## src/rtl/fifo_ctrl_pkg.sv

```systemverilog
// rtl/fifo_ctrl_pkg.sv - shared types, defaults and sizing helper for the FIFO write arbiter
package fifo_ctrl_pkg;

    typedef enum logic {
        IDLE  = 1'b0,
        BURST = 1'b1
    } state_t;

    localparam int N_DEFAULT         = 4;
    localparam int WIDTH_DEFAULT     = 16;
    localparam int MAX_BURST_DEFAULT = 8;

    // Bits needed to hold a beat count of 0..max_burst inclusive.
    function automatic int cnt_width(input int max_burst);
        return $clog2(max_burst + 1);
    endfunction

endpackage

```

## src/rtl/rr_pick.sv

```systemverilog
// rtl/rr_pick.sv - combinational round-robin pick: first request at or above ptr, modulo N
module rr_pick #(
    parameter int N  = 4,
    parameter int PW = (N > 1) ? $clog2(N) : 1
) (
    input  logic [N-1:0]  req,
    input  logic [PW-1:0] ptr,
    output logic [N-1:0]  winner,
    output logic [PW-1:0] idx
);

    logic found;

    // Outer loop walks the search order, inner loop maps the offset to a constant bit index.
    always_comb begin
        winner = '0;
        idx    = '0;
        found  = 1'b0;
        for (int k = 0; k < N; k++) begin
            for (int i = 0; i < N; i++) begin
                if (!found && req[i] && (i == ((int'(ptr) + k) % N))) begin
                    found     = 1'b1;
                    winner[i] = 1'b1;
                    idx       = PW'(i);
                end
            end
        end
    end

endmodule

```

## src/rtl/fifo_wrt_arbiter.sv

```systemverilog
// rtl/fifo_wrt_arbiter.sv - round-robin burst arbiter sharing one FIFO write port among N requesters
module fifo_wrt_arbiter
    import fifo_ctrl_pkg::*;
#(
    parameter int N         = N_DEFAULT,
    parameter int WIDTH     = WIDTH_DEFAULT,
    parameter int MAX_BURST = MAX_BURST_DEFAULT
) (
    input  logic               wrt_clk,
    input  logic               wrt_rst,
    input  logic [N-1:0]       req,
    input  logic [N*WIDTH-1:0] req_data,
    input  logic [N-1:0]       req_last,
    input  logic               full,
    output logic [N-1:0]       gnt,
    output logic [N-1:0]       ack,
    output logic               wrt_en,
    output logic [WIDTH-1:0]   wrt_data,
    output logic               busy
);

    localparam int PW = (N > 1) ? $clog2(N) : 1;
    localparam int CW = cnt_width(MAX_BURST);

    state_t        state;
    logic [PW-1:0] ptr;
    logic [PW-1:0] gnt_idx;
    logic [CW-1:0] cnt;
    logic [CW-1:0] cnt_inc;
    logic [N-1:0]  pick_onehot;
    logic [PW-1:0] pick_idx;
    logic          gnt_req;
    logic          beat_last;
    logic          at_max;
    logic          rel;

    rr_pick #(
        .N  (N),
        .PW (PW)
    ) u_rr_pick (
        .req    (req),
        .ptr    (ptr),
        .winner (pick_onehot),
        .idx    (pick_idx)
    );

    assign ack       = gnt & req & {N{~full}};
    assign wrt_en    = |ack;
    assign gnt_req   = |(gnt & req);
    assign beat_last = |(ack & req_last);
    assign cnt_inc   = cnt + CW'(1);
    assign at_max    = wrt_en && (cnt_inc == CW'(MAX_BURST));
    assign rel       = !gnt_req || beat_last || at_max;

    // gnt is one-hot or zero, so an OR of masked slices is a clean mux.
    always_comb begin
        wrt_data = '0;
        for (int i = 0; i < N; i++) begin
            if (gnt[i]) begin
                wrt_data = req_data[i*WIDTH +: WIDTH];
            end
        end
    end

    always_ff @(posedge wrt_clk or posedge wrt_rst) begin
        if (wrt_rst) begin
            state   <= IDLE;
            gnt     <= '0;
            gnt_idx <= '0;
            ptr     <= '0;
            cnt     <= '0;
            busy    <= 1'b0;
        end else begin
            case (state)
                IDLE: begin
                    cnt <= '0;
                    if (|req) begin
                        state   <= BURST;
                        gnt     <= pick_onehot;
                        gnt_idx <= pick_idx;
                        busy    <= 1'b1;
                    end else begin
                        gnt <= '0;
                    end
                end
                BURST: begin
                    if (wrt_en) begin
                        cnt <= cnt_inc;
                    end
                    if (rel) begin
                        state <= IDLE;
                        gnt   <= '0;
                        busy  <= 1'b0;
                        ptr   <= (gnt_idx == PW'(N - 1)) ? '0 : gnt_idx + PW'(1);
                    end
                end
                default: begin
                    state <= IDLE;
                    gnt   <= '0;
                    busy  <= 1'b0;
                end
            endcase
        end
    end

endmodule

```

## config.mk

```make
export PLATFORM = sky130hd
export DESIGN_NAME = fifo_wrt_arbiter
export DESIGN_NICKNAME = d
export VERILOG_FILES = /design/src/rtl/fifo_ctrl_pkg.sv /design/src/rtl/rr_pick.sv /design/src/rtl/fifo_wrt_arbiter.sv
export SDC_FILE = /design/constraint.sdc
export NUM_CORES = 1
export LEC_CHECK = 0
export CAP_MARGIN = 15
export CORE_ASPECT_RATIO = 0.8
export CORE_UTILIZATION = 65
export CTS_BUF_LIST = sky130_fd_sc_hd__clkbuf_16
export CTS_CLUSTER_DIAMETER = 200
export DETAILED_ROUTE_END_ITERATION = 8
export DONT_BUFFER_PORTS = 1
export PLACE_DENSITY = 0.8
export SYNTH_ARGS = -nofsm -noshare
export SYNTH_HDL_FRONTEND = slang
export SYNTH_SLANG_ARGS = --single-unit
```

## constraint.sdc

```tcl
create_clock -name wrt_clk -period 4.2 [get_ports wrt_clk]
set_input_delay 0.84 -clock wrt_clk [delete_from_list [all_inputs] [get_ports wrt_clk]]
set_output_delay 0.84 -clock wrt_clk [all_outputs]
set_load 0.02 [all_outputs]
```

==> results of run 1 <==
-- metal layers --
layer | wire (um) | GRT usage | share of wire
met1 | 1300 | 0.393 | 0.39
met2 | 1750 | 0.572 | 0.52
met3 | 280 | 0.0733 | 0.083
met4 | 44 | 0.0757 | 0.013
met5 | 0 | 0 | 0
-- power by group through the flow --
stage	registers, mW	logic, mW	clock network [mW]
3_3_place_gp	0.314	0.460	0
3_5_place_dp	0.324	0.479	0
6_report	0.302	0.529	0.175
4_1_cts	0.324	0.481	0.176
5_1_grt	0.310	0.586	0.184
2_1_floorplan	0.242	0.505	0
-- sequential cells by signal, indices dropped and copies added, names as in the netlist --
signal and cells:
gnt_idx 2, gnt 4, ptr 2, cnt 4
state 1, busy 1
-- how the worst min path moves through the flow --
stage	depth (start not counted)	to	slack [ns]	startpoint
after CTS	1	gnt[1]$_DFFE_PP0P_	0.54	wrt_rst
after global placement	2	gnt_idx[1]$_DFFE_PP0P_	0.55	gnt_idx[1]$_DFFE_PP0P_
final	1	gnt[1]$_DFFE_PP0P_	0.52	wrt_rst
after detailed placement	2	gnt_idx[1]$_DFFE_PP0P_	0.58	gnt_idx[1]$_DFFE_PP0P_
after floorplan	2	gnt_idx[1]$_DFFE_PP0P_	0.52	gnt_idx[1]$_DFFE_PP0P_
after global routing	1	gnt[0]$_DFFE_PP0P_	0.58	wrt_rst
-- final cells by class --
class	instances	area share
clock buffers	3	0.0552
inverters	3	0.00828
multi-input cells	146	0.631
flip-flops and latches	14	0.258
well taps	24	0.0221
repair buffers	2	0.0258
-- synthesized netlist by cell type (3+ instances only) --
cell type,n,area share
nor2_1,24,0.070
a22oi_1,18,0.10
o21ai_1,5,0.019
a21oi_1,21,0.081
and3b_1,3,0.020
dfrtp_1,14,0.27
buf_6,3,0.026
clkbuf_1,11,0.032
nand2_1,27,0.078
inv_1,3,0.0087
o21ai_0,13,0.050
ha_1,3,0.029
o22ai_1,6,0.029
-- through the flow --
stage / instance area (um^2) / total power [mW] / util / hold slack, ns / instances
2_1_floorplan: 1290 / 0.747 / - / 0.523 / 177
6_report: 1360 / 1.01 / 0.726 / 0.523 / 192
3_3_place_gp: 1260 / 0.775 / 0.671 / 0.551 / 188
5_1_grt: 1360 / 1.08 / 0.726 / 0.577 / 192
4_1_cts: 1330 / 0.982 / 0.711 / 0.540 / 191
3_5_place_dp: 1260 / 0.802 / 0.671 / 0.585 / 188
-- cells by family after synthesis --
group / share of synthesized area
mux: 0.0251
simple gates: 0.243
xor+xnor: 0.0271
fa+ha+maj: 0.0290
compound gates: 0.339
buf+inv: 0.0667
flops: 0.271
==> flow_summary.ini, run 1 <==
[critical_path]
crit_arrival_ns = 2.52
crit_path_end = wrt_data[13]
critPathLaunch = gnt[1]$_DFFE_PP0P_
slowest_stage = dfrtp_1
crit_required_ns = 3.36
endpoint_kind = output port
worst-r2r-setup-slack_ns = 1.63
r2r_start = gnt[3]$_DFFE_PP0P_
start_kind = flip-flop
cp.depth = 6
crit_family = flip-flops
rr_worst_depth = 4
worst-path-buf-inv = 1
crit_fanout = 21
critPathMaxStageDelay_ns = 0.70
cp_cell_sequence = nor2b_1, buf_4, a22oi_1, nor2_1, a21oi_1, o21ai_0
r2r_end = ptr[0]$_DFFE_PP0P_
critical_path_class = flip-flop to output port

[synth]
syn_nets = 255
synth_ff_type = dfrtp_1
ys_ff_latch = 14
synth_area_per_cell_um2 = 7.32
ys_async_sr_fraction = 1.00
synth-seq-area-share = 0.271
ys_warn_count = 0
syn_area_um2 = 1290
synthCells = 177
synth_edf_count = 0
synth_cell_types = 30

[timing]
finalHoldViolations = 0
fmaxAchievable_mhz = 298
fin_crit_ns = 3.36
setup_ws_ns = 0.845
setup_tns_ns = 0
timing.final.crit_share = 0.799
slew_viol_final = 0
setup_violations = 0
max_slew_margin = 0.282
fin_worst_skew_ns = 0.00468
rsz0062_at_grt = false
worst_pin_slew_ns = 1.08

[cts]
root_buffer = clkbuf_16
cts.sinks = 14
clockBufferDepth = 2
cts_buffers = 3
cts_setup_buffers = 0
cts_resized = 0
htree_levels = 1
cts_hold_buf = 0
clk_latency_ns = 0.24
tritoncts = done
clkTransAtPathRegs_ns = 0.05

[pwr]
power_frac_seq = 0.300
p_int_mw = 0.497
power.leakage_nw = 0.553
ir_drop_mv = 0.495
cellPowerDensity_nw_per_um2 = 740
comb_power_share = 0.526
switching_share = 0.506
p_clk_frac = 0.174
switchingPower_mw = 0.509

[floorplan]
rows = 14
die_h_um = 41.9
start_util = 0.691
num_io_pins = 101
dieArea_um2 = 2180
coreArea_um2 = 1870
die_w_um = 51.9

[cells_and_area]
multi_input_area_um2 = 858
area.growth.synth_to_final_pct = 5.02
antenna_cells = 0
fillers = 149
nets = 248
seq_area_um2 = 350
final_cell_mix = nand2_1, nor2_1, a21oi_1, a22oi_1, dfrtp_1
drive_gt1_frac = 0.0714
final_common_cell = nand2_1

[placed_design]
portBuffers = 0
routabilityCongestion = 0.918
dpl.hpwl_um = 2440
place_ws_ns = 1.12

[status]
status = finished clean

[global_routing]
grt_max_degree = 37
grt_use_total = 0.324
antenna_found_initial = 0
grt_overflow = 0
grt_pass1_vias = 1193
grt_pass1_wl_um = 5240

[detailed_routing]
vias = 1343
drt_iter0_markers = 38
drtPass1Iterations = 4
routedWlPerCell_um = 17.6
via_per_inst = 6.99
drc = 0
ant_nets = 0
drt_wl_total_um = 3380

[hold_path]
worstHoldPathType = primary input to async pin

[flow_run]
cap_violations = 0
Note: power is estimated with default switching activity, not from simulation.
==> inputs of run 2 (changes only) <==
--- a/config.mk
+++ b/config.mk
@@ -7,12 +7,12 @@
 export LEC_CHECK = 0
 export CAP_MARGIN = 15
 export CORE_ASPECT_RATIO = 0.8
-export CORE_UTILIZATION = 65
+export CORE_UTILIZATION = 56
 export CTS_BUF_LIST = sky130_fd_sc_hd__clkbuf_16
 export CTS_CLUSTER_DIAMETER = 200
 export DETAILED_ROUTE_END_ITERATION = 8
 export DONT_BUFFER_PORTS = 1
-export PLACE_DENSITY = 0.8
+export PLACE_DENSITY = 0.73
 export SYNTH_ARGS = -nofsm -noshare
 export SYNTH_HDL_FRONTEND = slang
 export SYNTH_SLANG_ARGS = --single-unit
==> constraint.sdc (replaced) <==
create_clock -name wrt_clk -period 2.8 [get_ports wrt_clk]
set_input_delay 0.56 -clock wrt_clk [delete_from_list [all_inputs] [get_ports wrt_clk]]
set_output_delay 0.56 -clock wrt_clk [all_outputs]
set_load 0.02 [all_outputs]
==> run 2 against run 1 <==
Effect of this change:
- combinational power grew 91%
- sequential share of layout area is 2.0 points lower
- cell count rose by 9.9%
- count of clock-buffer cells in the layout did not move
- setup slack worse by 0.35 ns
==> flow_summary.ini, run 2 (synthesis gave the netlist of run 1 again) <==
[status]
status = finished clean

[global_routing]
grt_pass1_vias = 1105
grt_pass1_wl_um = 4930
grt_overflow = 0
grt_max_degree = 35
grt_use_total = 0.257
antenna_found_initial = 0

[critical_path]
cp_cell_sequence = nor2b_1, buf_4, a22oi_1, nor2_1, a21oi_1, o21ai_0, buf_4
r2r_end = ptr[0]$_DFFE_PP0P_
slowest_stage = dfrtp_1
critical_path_class = flip-flop to output port
worst-r2r-setup-slack_ns = 0.72
rr_worst_depth = 4
crit_top_cell = buf_4
critPathMaxStageDelay_ns = 0.52
crit_fanout = 16
crit_arrival_ns = 1.74
crit_required_ns = 2.24
r2r_start = gnt[0]$_DFFE_PP0P_
start_kind = flip-flop
endpoint_kind = output port

[floorplan]
start_util = 0.595
rows = 15
die_w_um = 55.8
dieArea_um2 = 2510
die_h_um = 45.0
coreArea_um2 = 2180
num_io_pins = 101

[detailed_routing]
drt_wl_total_um = 3340
drt_iter0_markers = 62
routedWlPerCell_um = 15.8
ant_nets = 0
drc = 0
vias = 1362
via_per_inst = 6.45
drtPass1Iterations = 4

[cells_and_area]
drive_gt1_frac = 0.161
area.growth.synth_to_final_pct = 14.0
final_cell_mix = nand2_1, nor2_1, a21oi_1, buf_4, a22oi_1
final_common_cell = nand2_1
top_regs = cnt (4), gnt (4)
nets = 266
antenna_cells = 0

[cts]
clkTransAtPathRegs_ns = 0.04
htree_levels = 1
tritoncts = done
cts_resized = 0
root_buffer = clkbuf_16
cts_hold_buf = 0
cts_buffers = 3
clockBufferDepth = 2
cts_setup_buffers = 0
cts.sinks = 14
clk_latency_ns = 0.24

[pwr]
ir_drop_mv = 0.653
cellPowerDensity_nw_per_um2 = 1130
power.leakage_nw = 0.641
power_mw = 1.66

[placed_design]
routabilityCongestion = 0.854
portBuffers = 0
dpl.hpwl_um = 2610

[timing]
finalHoldViolations = 0
setup_tns_ns = 0
whs_ns = 0.236
max_slew_margin = 0.656
fin_crit_ns = 2.30
slew_viol_final = 0
rsz0062_at_grt = false
fmaxAchievable_mhz = 434
setup_violations = 0
timing.final.crit_share = 0.822
worst_pin_slew_ns = 0.515
fin_worst_skew_ns = 0.00180

[flow_run]
cap_violations = 0

[hold_path]
worstHoldPathType = primary input to async pin
run 2: cell types whose count changed in the layout (fill, tap and decap cells not counted):
cell    delta
buf_4     +19
buf_16     -1
run 2: how the worst max path moves through the flow:
stage	startpoint	end	slack (ns)	depth (start not counted)
after floorplan	gnt[0]$_DFFE_PP0P_	wrt_data[10]	0.40	7
after global placement	full	ptr[0]$_DFFE_PP0P_	0.78	4
after detailed placement	full	ptr[0]$_DFFE_PP0P_	0.73	4
after CTS	gnt[0]$_DFFE_PP0P_	wrt_data[11]	0.50	7
after global routing	gnt[0]$_DFFE_PP0P_	wrt_data[11]	0.31	7
final	gnt[0]$_DFFE_PP0P_	wrt_data[11]	0.50	7
run 2: routing by layer:
layer / vias to the layer above / GRT usage / share of wire
met1: 631 / 0.335 / 0.42
met4: 0 / 0.0700 / 0.010
met5: - / 0 / 0
met3: 8 / 0.0659 / 0.077
met2: 63 / 0.434 / 0.49
li1: 660 / - / -
run 2: area by class of cell:
cell class	instances	area, um^2
Fill cell	187	701
Tap cell	25	31.3
Multi-Input combinational cell	146	858
Sequential cell	14	350
Inverter	3	11.3
Timing Repair Buffer	20	150
Clock buffer	3	75.1
run 2: worst max-delay path: cells and delay by family (launching register included):
family	cells	cell delay (ns)
AOI/OAI and AO/OA	3	0.30
buffers and inverters	2	0.38
DFF	1	0.52
and+or+nand+nor	2	0.30
run 2: stage by stage:
stage	util	cell area, um^2	setup slack [ns]	std cells
floorplan	-	1290	0.398	177
global placement	0.644	1400	0.776	208
detailed placement	0.644	1400	0.731	208
CTS	0.678	1480	0.497	211
global route	0.678	1480	0.314	211
finish	0.678	1480	0.497	211
run 2: power breakdown:
group          leakage, nW  switching, mW  total (mW)  internal, mW
registers            0.180          0.111       0.387         0.276
clock network       0.0370         0.0786       0.265         0.186
logic                0.423          0.586        1.01         0.423
total                0.641          0.776        1.66         0.886
